`src/rtl/mmio_uart_ctrl_pkg.sv`:
```
// Shared definitions for the MMIO UART controller.
//   - Register offsets inside the MMIO window.
//   - TX sequencing FSM state encoding.
//   - Address decode helper that turns a byte address into one-hot register selects.
package mmio_uart_ctrl_pkg;

  localparam logic [31:0] MMIO_STATUS  = 32'h00;
  localparam logic [31:0] MMIO_RX      = 32'h04;
  localparam logic [31:0] MMIO_TX      = 32'h08;
  localparam logic [31:0] MMIO_CYCLE   = 32'h10;
  localparam logic [31:0] MMIO_INSTRET = 32'h14;
  localparam logic [31:0] MMIO_CNT_RST = 32'h18;

  typedef enum logic {
    IDLE = 1'b0,
    SEND = 1'b1
  } tx_state_e;

  // One select bit per implemented register; all zero for unmapped addresses.
  typedef struct packed {
    logic status;
    logic rx;
    logic tx;
    logic cycle;
    logic instret;
    logic cnt_rst;
  } mmio_sel_t;

  function automatic mmio_sel_t mmio_decode(input logic [31:0] addr,
                                            input logic [31:0] base);
    mmio_sel_t sel;
    sel.status  = (addr == base + MMIO_STATUS);
    sel.rx      = (addr == base + MMIO_RX);
    sel.tx      = (addr == base + MMIO_TX);
    sel.cycle   = (addr == base + MMIO_CYCLE);
    sel.instret = (addr == base + MMIO_INSTRET);
    sel.cnt_rst = (addr == base + MMIO_CNT_RST);
    return sel;
  endfunction

endpackage

```
`src/rtl/mmio_uart_ctrl_if.sv`:
```
// CPU-side MMIO bus between the EX/WB stage (master) and the controller (slave).
//   mmio_addr_i  : byte address from the ALU result
//   mmio_re_i    : load request
//   mmio_we_i    : store request
//   mmio_wdata_i : store data, low byte of rs2
//   stall_o      : store not accepted this cycle, hold the pipeline
//   mmio_rdata_o : registered load data, valid the cycle after the request
interface mmio_uart_ctrl_if;
  logic [31:0] mmio_addr_i;
  logic        mmio_re_i;
  logic        mmio_we_i;
  logic [7:0]  mmio_wdata_i;
  logic        stall_o;
  logic [31:0] mmio_rdata_o;

  modport master (
    output mmio_addr_i, mmio_re_i, mmio_we_i, mmio_wdata_i,
    input  stall_o, mmio_rdata_o
  );

  modport slave (
    input  mmio_addr_i, mmio_re_i, mmio_we_i, mmio_wdata_i,
    output stall_o, mmio_rdata_o
  );
endinterface

```
`src/rtl/mmio_tx_fifo.sv`:
```
// Synchronous FIFO buffering outgoing UART bytes.
//   clk, rst : clock, asynchronous active-high reset (empties the FIFO)
//   push_i   : write data_i at the tail (ignored when full)
//   pop_i    : drop the head entry (ignored when empty)
//   head_o   : current head entry
//   full_o   : DEPTH entries held
//   empty_o  : no entries held
// DEPTH must be a power of two so the pointers wrap naturally.
module mmio_tx_fifo #(
  parameter int DEPTH = 4,
  parameter int WIDTH = 8
) (
  input  logic             clk,
  input  logic             rst,
  input  logic             push_i,
  input  logic [WIDTH-1:0] data_i,
  input  logic             pop_i,
  output logic [WIDTH-1:0] head_o,
  output logic             full_o,
  output logic             empty_o
);
  localparam int          AW       = $clog2(DEPTH);
  localparam logic [AW:0] FULL_CNT = (AW+1)'(DEPTH);

  logic [WIDTH-1:0] mem_q [DEPTH];
  logic [AW-1:0]    wptr_q, wptr_d;
  logic [AW-1:0]    rptr_q, rptr_d;
  logic [AW:0]      count_q, count_d;
  logic             do_push, do_pop;

  assign full_o  = (count_q == FULL_CNT);
  assign empty_o = (count_q == '0);
  assign do_push = push_i & ~full_o;
  assign do_pop  = pop_i & ~empty_o;
  assign head_o  = mem_q[rptr_q];

  // NOTE: defaults first, so no path through the block leaves a signal unassigned (that would infer a latch).
  always_comb begin
    wptr_d  = wptr_q;
    rptr_d  = rptr_q;
    count_d = count_q;
    if (do_push) wptr_d = wptr_q + 1'b1;
    if (do_pop)  rptr_d = rptr_q + 1'b1;
    if (do_push && !do_pop)      count_d = count_q + 1'b1;
    else if (do_pop && !do_push) count_d = count_q - 1'b1;
  end

  // NOTE: sequential state uses non-blocking assignments so every flop samples pre-edge values.
  always_ff @(posedge clk or posedge rst) begin
    if (rst) begin
      wptr_q  <= '0;
      rptr_q  <= '0;
      count_q <= '0;
    end else begin
      wptr_q  <= wptr_d;
      rptr_q  <= rptr_d;
      count_q <= count_d;
    end
  end

  // NOTE: storage is deliberately not reset; clearing the pointers and count is what empties the FIFO.
  always_ff @(posedge clk) begin
    if (do_push) mem_q[wptr_q] <= data_i;
  end

endmodule

```
`src/rtl/mmio_uart_ctrl.sv`:
```
// Memory-mapped UART controller between the core's EX/WB stage and the UART.
//   clk, rst        : clock, asynchronous active-high reset
//   bus             : CPU MMIO bus (slave side), see mmio_uart_ctrl_if
//   inst_exec_i     : one instruction retired this cycle
//   uart_rx_*       : receive handshake, single-byte holding buffer
//   uart_tx_*       : transmit handshake, fed from the TX FIFO by the sequencing FSM
// Registers (offset from BASE_ADDR): 0x00 status, 0x04 rx data, 0x08 tx data,
// 0x10 cycle count, 0x14 instret count, 0x18 counter reset. Others read 0.
module mmio_uart_ctrl
  import mmio_uart_ctrl_pkg::*;
#(
  parameter logic [31:0] BASE_ADDR = 32'h8000_0000,
  parameter int          TX_DEPTH  = 4
) (
  input  logic                   clk,
  input  logic                   rst,
  mmio_uart_ctrl_if.slave        bus,
  input  logic                   inst_exec_i,
  input  logic [7:0]             uart_rx_data_i,
  input  logic                   uart_rx_valid_i,
  output logic                   uart_rx_ready_o,
  output logic [7:0]             uart_tx_data_o,
  output logic                   uart_tx_valid_o,
  input  logic                   uart_tx_ready_i
);

  mmio_sel_t sel;
  assign sel = mmio_decode(bus.mmio_addr_i, BASE_ADDR);

  // ---------------- TX FIFO and store path ----------------
  logic       tx_full, tx_empty, tx_push, tx_pop;
  logic [7:0] tx_head;

  // Full comes from the registered count, so a pop in this same cycle does
  // not release the stall; the store lands on the following cycle.
  assign bus.stall_o = bus.mmio_we_i & sel.tx & tx_full;
  assign tx_push     = bus.mmio_we_i & sel.tx & ~tx_full;

  mmio_tx_fifo #(
    .DEPTH (TX_DEPTH),
    .WIDTH (8)
  ) u_tx_fifo (
    .clk     (clk),
    .rst     (rst),
    .push_i  (tx_push),
    .data_i  (bus.mmio_wdata_i),
    .pop_i   (tx_pop),
    .head_o  (tx_head),
    .full_o  (tx_full),
    .empty_o (tx_empty)
  );

  // ---------------- TX sequencing FSM ----------------
  tx_state_e  state_q;
  logic [7:0] tx_data_q;
  logic       tx_valid_q;

  // The head moves into the output register whenever the output slot is
  // free (IDLE) or being handed off this cycle (SEND with ready).
  assign tx_pop = ~tx_empty & ((state_q == IDLE) | uart_tx_ready_i);

  always_ff @(posedge clk or posedge rst) begin
    if (rst) begin
      state_q    <= IDLE;
      tx_data_q  <= '0;
      tx_valid_q <= 1'b0;
    end else begin
      case (state_q)
        IDLE: begin
          if (!tx_empty) begin
            tx_data_q  <= tx_head;
            tx_valid_q <= 1'b1;
            state_q    <= SEND;
          end
        end
        SEND: begin
          if (uart_tx_ready_i) begin
            if (!tx_empty) begin
              tx_data_q <= tx_head;
            end else begin
              tx_valid_q <= 1'b0;
              state_q    <= IDLE;
            end
          end
        end
        default: state_q <= IDLE;
      endcase
    end
  end

  assign uart_tx_data_o  = tx_data_q;
  assign uart_tx_valid_o = tx_valid_q;

  // ---------------- RX holding buffer ----------------
  logic       rx_full_q;
  logic [7:0] rx_data_q;
  logic       rx_cap, rx_pop;

  // Ready is low while full, so capture and pop are mutually exclusive.
  assign rx_cap = uart_rx_valid_i & ~rx_full_q;
  assign rx_pop = bus.mmio_re_i & sel.rx & rx_full_q;

  always_ff @(posedge clk or posedge rst) begin
    if (rst) begin
      rx_full_q <= 1'b0;
      rx_data_q <= '0;
    end else if (rx_cap) begin
      rx_full_q <= 1'b1;
      rx_data_q <= uart_rx_data_i;
    end else if (rx_pop) begin
      rx_full_q <= 1'b0;
    end
  end

  assign uart_rx_ready_o = ~rx_full_q;

  // ---------------- Performance counters ----------------
  logic [31:0] cycle_q, cycle_d;
  logic [31:0] instret_q, instret_d;
  logic        cnt_clr;

  assign cnt_clr   = bus.mmio_we_i & sel.cnt_rst;
  assign cycle_d   = cnt_clr ? '0 : cycle_q + 32'd1;
  assign instret_d = cnt_clr ? '0 : instret_q + {31'd0, inst_exec_i};

  // ---------------- Load path ----------------
  // Counters are read from the _q side, i.e. before this cycle's update.
  logic [31:0] rdata_d, rdata_q;

  always_comb begin
    rdata_d = '0;
    if (bus.mmio_re_i) begin
      if (sel.status)       rdata_d = {30'b0, rx_full_q, ~tx_full};
      else if (sel.rx)      rdata_d = {24'b0, rx_data_q};
      else if (sel.cycle)   rdata_d = cycle_q;
      else if (sel.instret) rdata_d = instret_q;
    end
  end

  always_ff @(posedge clk or posedge rst) begin
    if (rst) begin
      rdata_q   <= '0;
      cycle_q   <= '0;
      instret_q <= '0;
    end else begin
      rdata_q   <= rdata_d;
      cycle_q   <= cycle_d;
      instret_q <= instret_d;
    end
  end

  assign bus.mmio_rdata_o = rdata_q;

endmodule

```
`src/flat_wrapper.sv`:
```
// flat-port wrapper written by rule: the top's interface ports become plain ports
module mmio_uart_ctrl_flat import mmio_uart_ctrl_pkg::*;
#(
  parameter logic [31:0] BASE_ADDR = 32'h8000_0000,
  parameter int          TX_DEPTH  = 4
)
  (clk, rst, inst_exec_i, uart_rx_data_i, uart_rx_valid_i, uart_rx_ready_o, uart_tx_data_o, uart_tx_valid_o, uart_tx_ready_i, bus_mmio_addr_i, bus_mmio_re_i, bus_mmio_we_i, bus_mmio_wdata_i, bus_stall_o, bus_mmio_rdata_o);
  mmio_uart_ctrl_if bus_i ();
  input  logic clk;
  input  logic rst;
  input  logic inst_exec_i;
  input  logic [7:0] uart_rx_data_i;
  input  logic uart_rx_valid_i;
  output logic uart_rx_ready_o;
  output logic [7:0] uart_tx_data_o;
  output logic uart_tx_valid_o;
  input  logic uart_tx_ready_i;
  input wire logic [$bits(bus_i.mmio_addr_i)-1:0] bus_mmio_addr_i;
  input wire logic [$bits(bus_i.mmio_re_i)-1:0] bus_mmio_re_i;
  input wire logic [$bits(bus_i.mmio_we_i)-1:0] bus_mmio_we_i;
  input wire logic [$bits(bus_i.mmio_wdata_i)-1:0] bus_mmio_wdata_i;
  output wire logic [$bits(bus_i.stall_o)-1:0] bus_stall_o;
  output wire logic [$bits(bus_i.mmio_rdata_o)-1:0] bus_mmio_rdata_o;
  assign bus_i.mmio_addr_i = bus_mmio_addr_i;
  assign bus_i.mmio_re_i = bus_mmio_re_i;
  assign bus_i.mmio_we_i = bus_mmio_we_i;
  assign bus_i.mmio_wdata_i = bus_mmio_wdata_i;
  assign bus_stall_o = bus_i.stall_o;
  assign bus_mmio_rdata_o = bus_i.mmio_rdata_o;
  mmio_uart_ctrl #(.BASE_ADDR(BASE_ADDR), .TX_DEPTH(TX_DEPTH)) u_core (.clk(clk), .rst(rst), .bus(bus_i), .inst_exec_i(inst_exec_i), .uart_rx_data_i(uart_rx_data_i), .uart_rx_valid_i(uart_rx_valid_i), .uart_rx_ready_o(uart_rx_ready_o), .uart_tx_data_o(uart_tx_data_o), .uart_tx_valid_o(uart_tx_valid_o), .uart_tx_ready_i(uart_tx_ready_i));
endmodule
```
`config.mk`:
```
export PLATFORM = sky130hd
export DESIGN_NAME = mmio_uart_ctrl_flat
export DESIGN_NICKNAME = d
export VERILOG_FILES = /design/src/rtl/mmio_uart_ctrl_pkg.sv /design/src/rtl/mmio_uart_ctrl_if.sv /design/src/rtl/mmio_tx_fifo.sv /design/src/rtl/mmio_uart_ctrl.sv /design/src/flat_wrapper.sv
export SDC_FILE = /design/constraint.sdc
export NUM_CORES = 1
export LEC_CHECK = 0
export ABC_AREA = 1
export CORE_AREA = 2 2 127 129
export DETAILED_ROUTE_END_ITERATION = 8
export DIE_AREA = 0 0 129 131
export GPL_TIMING_DRIVEN = 0
export MAX_ROUTING_LAYER = met4
export PLACE_DENSITY = 0.76
export SETUP_SLACK_MARGIN = 0.1
export SLEW_MARGIN = 20
export SYNTH_ARGS = -nofsm -noshare
export SYNTH_HDL_FRONTEND = slang
export SYNTH_SLANG_ARGS = --single-unit
export TNS_END_PERCENT = 10
```
`constraint.sdc`:
```
create_clock -name clk -period 3.89 [get_ports clk]
set_input_delay 0.778 -clock clk [delete_from_list [all_inputs] [get_ports clk]]
set_output_delay 0.778 -clock clk [all_outputs]
set_load 0.02 [all_outputs]
```
==> impl_results.md, run 1 <==
* Fillers at 1,320
* Worst setup EP type: output pin
* Row count at 46
* Most frequent cells in the layout: nor2_1, nand2_1, dfrtp_1, clkdlybuf4s50_1, inv_1
* Max Cap Violations at 0
* Reg-to-Reg Start: u_core.u_tx_fifo.count_q[1]
* I/O pin count at 98
* CP Max Fanout at 7
* Maximum clock path buffer count at 2
* Fin crit share at around nine tenths
* Die area at roughly 0.017 mm²
* Die Span X at 129 µm
* DR top layer: met4
* FF+latch area at 0.004014 mm²
* F_max at 289.9 MHz
* VDD IR max at about 0.31 mV
* Vias in the first global route at around 6,600
* R2r endpoint: u_core.u_tx_fifo.count_q[1]
* GRT Total Usage at a little over a quarter
* DRT iter0 DRCs at about 550
* Setup Crit Path Kind: in2out
* Simple-gate area share of the yosys netlist at between 20 and 30%
* Worst skew pair latency at approximately 0.44 ns
* Tmin final at 3.449 ns
* First-pass GRT wire length at 33.48 mm
* Hold_buf cts at 0
* Post-route ant nets at 0
* Worst-path clk slew at approximately 0.07 ns
* Final #Nets at roughly 1,100
* Setup tns final at 0 ns
* Largest net degree at the start of global routing at 31
* Via count at approximately 6,700
* Multiplexer share of the synthesized area at under 10%
* Synth Area per Inst at between 8 and 9 µm²
* GRT Residual Overflow at 0
* #FFs+latches synth at 154
* Final Hold Viols at 0
* Largest family of logic cells by synthesized area: simple AND/OR/NAND/NOR gates
* Post-Synth XOR/XNOR Area at under 10%
* Power density over the cells at approximately 460 mW/mm²
* Reg2Reg Depth at 8
* Initial antenna violation count at 0
* Synthesized Nets at around 970
* Routed WL at 20.62 mm
* Seq/Total Area, Yosys at between 50% and 60%
* CTS-repair resized insts at 0
* DR pass1 iterations at 8
* DP Worst Slack at 0.4224 ns
* RD Place Congestion at between 0.9 and 1
* CTS Buf Count at 17
* Hold WC Path Type: reg2reg
* Top cell type's share of synthesized area at 39.12%
* Setup bufs post-CTS at 0
* Adder-cell share of the synthesized area at ~1.5%
* Post-synthesis async set-or-reset flop share at between 70% and 80%
* Final instance area at approximately 0.01 mm²
* CP Launch Type: input pin
* Port buffer count at 97
* Worst EP arrival at around 2.7 ns
* Status: finished, final reports clean
* Setup Skew at around 0.011 ns
* Met2 WL at ~10 mm
* Post-Route Utilization at 62.58%
* Commonest non-fill, non-tap cell in the layout: nor2_1
* Diode count at 0
* Worst slew margin at between 40% and 50%
* Synthesized cell area at about 0.008 mm²
* Clock Sinks at 154
* Area after DPL at a little over 0.009 mm²
* Die Span Y at around 130 µm
* Worst EP required at between 3 and 4 ns
* H-tree depth at 4
* P_leak at between 4 and 5 nW
* Post-DP HPWL at 15.48 mm
* Synth area leaders: dfrtp_1, edfxtp_1, nor2_1
* YS warnings at 0
* # setup viols final at 0
* Syn Inst Count at roughly 910
* WL per Instance at 16.39 µm
* Core area at 0.01560 mm²
* Yosys top cell by area: dfrtp_1
* Worst-margin pin slew at about 0.86 ns
* Metal3 WL at between 1 and 1.5 mm
* Met1 WL at roughly 9 mm
* Most common flop cell mapped by yosys: dfrtp_1
* Area of the multi-input gates at roughly 0.0033 mm²
* Post-synth EDFFs at 32
* Root buffer cell: clkbuf_16
* CTS tree: built
* Compound-gate portion of the synthesized area at a little over 6%
* Effective utilization at floorplan at roughly half
* Synth unique cells at 39
* Vias per cell at between 5 and 6
* P&R area growth vs syn at 25.08%
* Final WS setup at ~0.44 ns
* Layout cell share with drive strength beyond 1 at 9.597%
* DRC at 0
* R2r setup slk at roughly 1.6 ns
* RSZ-0062 raised after global routing: no
* Crit path to: bus_stall_o
* Slew Viols, Final at 0
* CP startpoint: bus_mmio_addr_i[23]
kinds of logic after synthesis:
| logic type | count (synthesis) |
|---|---|
| and+or+nand+nor | 495 |
| buffers and inverters | 112 |
| muxes | 9 |
| xor gates and xnor gates | 39 |
| adders and majority gates | 9 |
| DFF | 154 |
| AOI/OAI and AO/OA | 91 |
worst min-delay path by stage:
stage | from | to | slack [ns] | cells past startpoint
5_1_grt | u_core.state_q | u_core.uart_tx_valid_o | 0.47 | 1
3_3_place_gp | u_core.state_q | u_core.uart_tx_valid_o | 0.44 | 1
4_1_cts | u_core.state_q | u_core.uart_tx_valid_o | 0.46 | 1
3_5_place_dp | u_core.state_q | u_core.uart_tx_valid_o | 0.45 | 1
2_1_floorplan | u_core.state_q | u_core.uart_tx_valid_o | 0.42 | 1
6_report | u_core.state_q | u_core.uart_tx_valid_o | 0.45 | 1
synth_stat cells (8+ instances only):
cell type	instances
nand4_1	35
a21oi_1	40
xnor2_1	13
o21ai_0	33
mux2_2	9
nand2_1	138
xor2_1	26
a31oi_1	8
nor3_1	28
clkbuf_1	8
ha_1	8
dfrtp_1	122
edfxtp_1	32
nand3_1	55
nor2_1	202
buf_2	8
inv_1	73
routing by layer:
layer	up-vias	global-route usage, %
li1	3239	-
met5	-	-
met1	3154	34.49
met4	0	8.440
met2	249	43.14
met3	42	4.316
report_power, final:
group | switching (W) | internal [W]
Sequential | 0.000134 | 0.00181
Combinational | 0.000499 | 0.000359
Clock | 0.000809 | 0.000876
Total | 0.00144 | 0.00304
stage by stage:
stage | hold slack (ns) | instances | total power, W
after floorplan | 0.4181 | 909 | 0.002487
after global placement | 0.4406 | 1222 | 0.002785
after detailed placement | 0.4466 | 1226 | 0.002828
after CTS | 0.4552 | 1258 | 0.004500
after global routing | 0.4691 | 1258 | 0.004685
final | 0.4523 | 1258 | 0.004484
final cells by class:
cell class | instances | area share (%)
inverters | 82 | 3.192
clock buffers | 17 | 4.358
multi-input cells | 643 | 33.65
clock inverters | 15 | 2.038
plain buffers | 30 | 2.025
flip-flops and latches | 154 | 41.12
repair buffers | 101 | 10.84
well taps | 216 | 2.769
critical path: stages:
cell	delay [ns]
clkdlybuf4s50_1	0.43
nor2_1	0.12
nand2_1	0.06
nor2_1	0.13
nand2_2	0.14
nor2_8	0.19
nand2_1	0.07
nor2_1	0.12
clkdlybuf4s50_1	0.63
sequential cells by signal, summed over array words and instances, names as in the netlist:
name and count:
u_core.u_tx_fifo.rptr_q 2, u_core.bus.mmio_rdata_o 32, u_core.u_tx_fifo.wptr_q 2, u_core.u_tx_fifo.mem_q 32, u_core.state_q 1, u_core.rx_full_q 1
u_core.cycle_q 32, u_core.rx_data_q 8, u_core.u_tx_fifo.count_q 3, u_core.uart_tx_data_o 8, u_core.uart_tx_valid_o 1, u_core.instret_q 32
(Power assumes the default switching activity.)
==> inputs of run 2 (changes only) <==
CORE_AREA = 2 2 138 140   (was 2 2 127 129)
DIE_AREA = 0 0 140 142   (was 0 0 129 131)
HOLD_SLACK_MARGIN = 0.08   (was default)
PLACE_DENSITY = 0.66   (was 0.76)
SLEW_MARGIN = 10   (was 20)
==> run 2 against run 1 <==
Compared with the run above: the flow now finishes with violations (design-rule violations); worst hold slack worse by 0.011 ns; critical endpoint unchanged; fmax is 1.4% lower; die area is 18% higher; critical path depth is 1 higher; clock power hardly changed; register-to-register slack worse by 0.04 ns; via count is 2.1% lower; cell count is 1.4% higher; wire length is 2.9% lower; largest cell class unchanged; sequential power hardly changed; non-clock buffer count is 1 lower; sequential cell count stayed put.
==> impl_results.md, run 2 (synthesis gave the netlist of run 1 again) <==
* GRT Total Usage at 21.32% (-5.2 points)
* Routed WL at 20.02 mm (-2.9%)
* Met1 WL at 8.862 mm (-1.6%)
* First-pass GRT wire length at 31.65 mm (-5.5%)
* Worst hold slack at 0.4410 ns (-0.01128 ns)
* CTS-repair resized insts at 0 (unchanged)
* Max incr delay on CP at 0.62 ns (about the same)
* Crit path buf inv count at 3 (+1)
* Tmin final at 3.498 ns (+0.04911 ns)
* DRC at 4 (+4)
* F_max at 285.8 MHz (-1.4%)
* # setup viols final at 0 (unchanged)
* Most frequent cells in the layout: nor2_1, nand2_1, dfrtp_1, clkdlybuf4s50_1, inv_1
* Vias in the first global route at 6,088 (-7.1%)
* Root buffer cell: clkbuf_16
* Setup Skew at 0.009522 ns (-0.001366 ns)
* Layout cell share with drive strength beyond 1 at 9.510% (-0.087 points)
* Worst EP arrival at 2.72 ns (+0.05 ns)
* DP Worst Slack at 0.3372 ns (-0.08517 ns)
* Slowest-stage cell, CP: clkdlybuf4s50_1
* DRT iter0 DRCs at 460 (-17%)
* Slew Viols, Final at 0 (unchanged)
* Worst-margin pin slew at 0.8154 ns (-0.04029 ns)
* Worst skew pair latency at 0.44 ns (about the same)
* Row count at 50 (+8.7%)
* Critical Path, Cell by Cell: clkdlybuf4s50_1 -> inv_1 -> nor2_1 -> nand2_1 -> nor2_1 -> nand2_2 -> nor2_8 -> nand2_1 -> nor2_1 -> clkdlybuf4s50_1
* Die Span Y at 142 µm (+8.4%)
* CP dominant cell by count: nor2_1
* CTS tree: built
* Die area at 0.01988 mm² (+18%)
* Fin crit share at 89.94% (+1.3 points)
* Power density over the cells at 460.0 mW/mm² (+0.13%)
* Setup tns final at 0 ns (unchanged)
* Die Span X at 140 µm (+8.5%)
* Maximum clock path buffer count at 2 (unchanged)
* P_leak at 4.218 nW (-0.38%)
* WL per Instance at 15.70 µm (-4.2%)
* P&R area growth vs syn at 24.96% (about the same)
* Final #Nets at 1,092 (-0.091%)
* Worst-path clk slew at 0.07 ns (about the same)
* H-tree depth at 4 (unchanged)
* Worst EP required at 3.11 ns (about the same)
* Status: complete, but fails checks
* Hold_buf cts at 0 (unchanged)
* Met2 WL at 9.707 mm (-2.9%)
* CP Max Fanout at 7 (unchanged)
* Area of the multi-input gates at 0.003284 mm² (unchanged)
* Final Hold Viols at 0 (unchanged)
* RSZ-0062 raised after global routing: no
* FF+latch area at 0.004014 mm² (unchanged)
* VDD IR max at 0.3139 mV (+0.16%)
* Core area at 0.01846 mm² (+18%)
* DR pass1 iterations at 7 (-1)
* Clock Sinks at 154 (unchanged)
* Setup Crit Path Kind: in2out
* Post-DP HPWL at 15.44 mm (-0.26%)
* CP top delay family: buffers and inverters
* Post-route ant nets at 0 (unchanged)
* Worst slew margin at 45.44% (+2.7 points)
* Final WS setup at 0.3915 ns (-0.04911 ns)
* Commonest non-fill, non-tap cell in the layout: nor2_1
* GRT Residual Overflow at 0 (unchanged)
* Fillers at 1,695 (+28%)
* Hold WC Path Type: reg2reg
* Vias per cell at 5.131 (-3.4%)
* Initial antenna violation count at 0 (unchanged)
* CP Launch Type: input pin
* Effective utilization at floorplan at 42.28% (-7.7 points)
* RD Place Congestion at 0.8983 (-3.3%)
* CTS Buf Count at 17 (unchanged)
* Worst setup EP type: output pin
* Failing checks: design-rule violations
* Setup bufs post-CTS at 0 (unchanged)
* Port buffer count at 97 (unchanged)
* DR top layer: met4
* Largest net degree at the start of global routing at 39 (+26%)
* Max Cap Violations at 0 (unchanged)
* Via count at 6,542 (-2.1%)
* Metal3 WL at 1.039 mm (-8.4%)
* I/O pin count at 98 (unchanged)
* Diode count at 0 (unchanged)
==> run 2: worst paths after layout <==
kind	startpoint	endpoint	slack [ns]	depth (start not counted)
hold reg to reg	u_core.state_q	u_core.uart_tx_valid_o	0.44	1
hold / removal	u_core.state_q	u_core.uart_tx_valid_o	0.44	1
setup / recovery	bus_mmio_addr_i[31]	bus_stall_o	0.39	10
min in group asynchronous	rst	u_core.uart_tx_data_o[4]	0.72	2
setup reg to reg	u_core.u_tx_fifo.count_q[0]	u_core.u_tx_fifo.count_q[1]	1.58	8
max in group asynchronous	rst	u_core.instret_q[12]	2.37	4
==> run 2: report_power, final <==
| part | switching [W] | internal (W) |
|---|---|---|
| combinational | 0.000483 | 0.000356 |
| sequential | 0.000134 | 0.00181 |
| clock | 0.000774 | 0.000932 |
| total | 0.00139 | 0.00310 |
==> run 2: area by class of cell <==
class / count / area share, %
buffer: 30 / 2.027
clock buffer: 17 / 4.362
clock inverter: 15 / 2.002
inverter: 82 / 3.195
multi-input combinational: 643 / 33.68
sequential: 154 / 41.16
tap: 234 / 3.002
timing repair buffer: 100 / 10.57
==> run 2: metrics by stage <==
step                      util (%)  total power, W  cell area [µm²]  instances
after CTS                    52.84        0.004529             9752       1275
final                        52.84        0.004486             9752       1275
after global routing         52.84        0.004709             9752       1275
after detailed placement     49.48        0.002814             9131       1243
after floorplan                  -        0.002487             7807        909
after global placement       49.15        0.002787             9071       1240
==> run 2: layer usage <==
layer | up-vias | global-route usage, %
met5 | - | -
met4 | 0 | 6.273
met3 | 30 | 4.475
met2 | 193 | 34.90
met1 | 3082 | 27.01
li1 | 3237 | -
==> run 2: worst register-to-register path: stages (launching register included) <==
cell     delay [ns]
dfrtp_1        0.44
nor3_1         0.37
inv_1          0.15
nand3_2        0.16
inv_1          0.11
ha_1           0.20
inv_1          0.09
fa_1           0.41
mux2_2         0.26
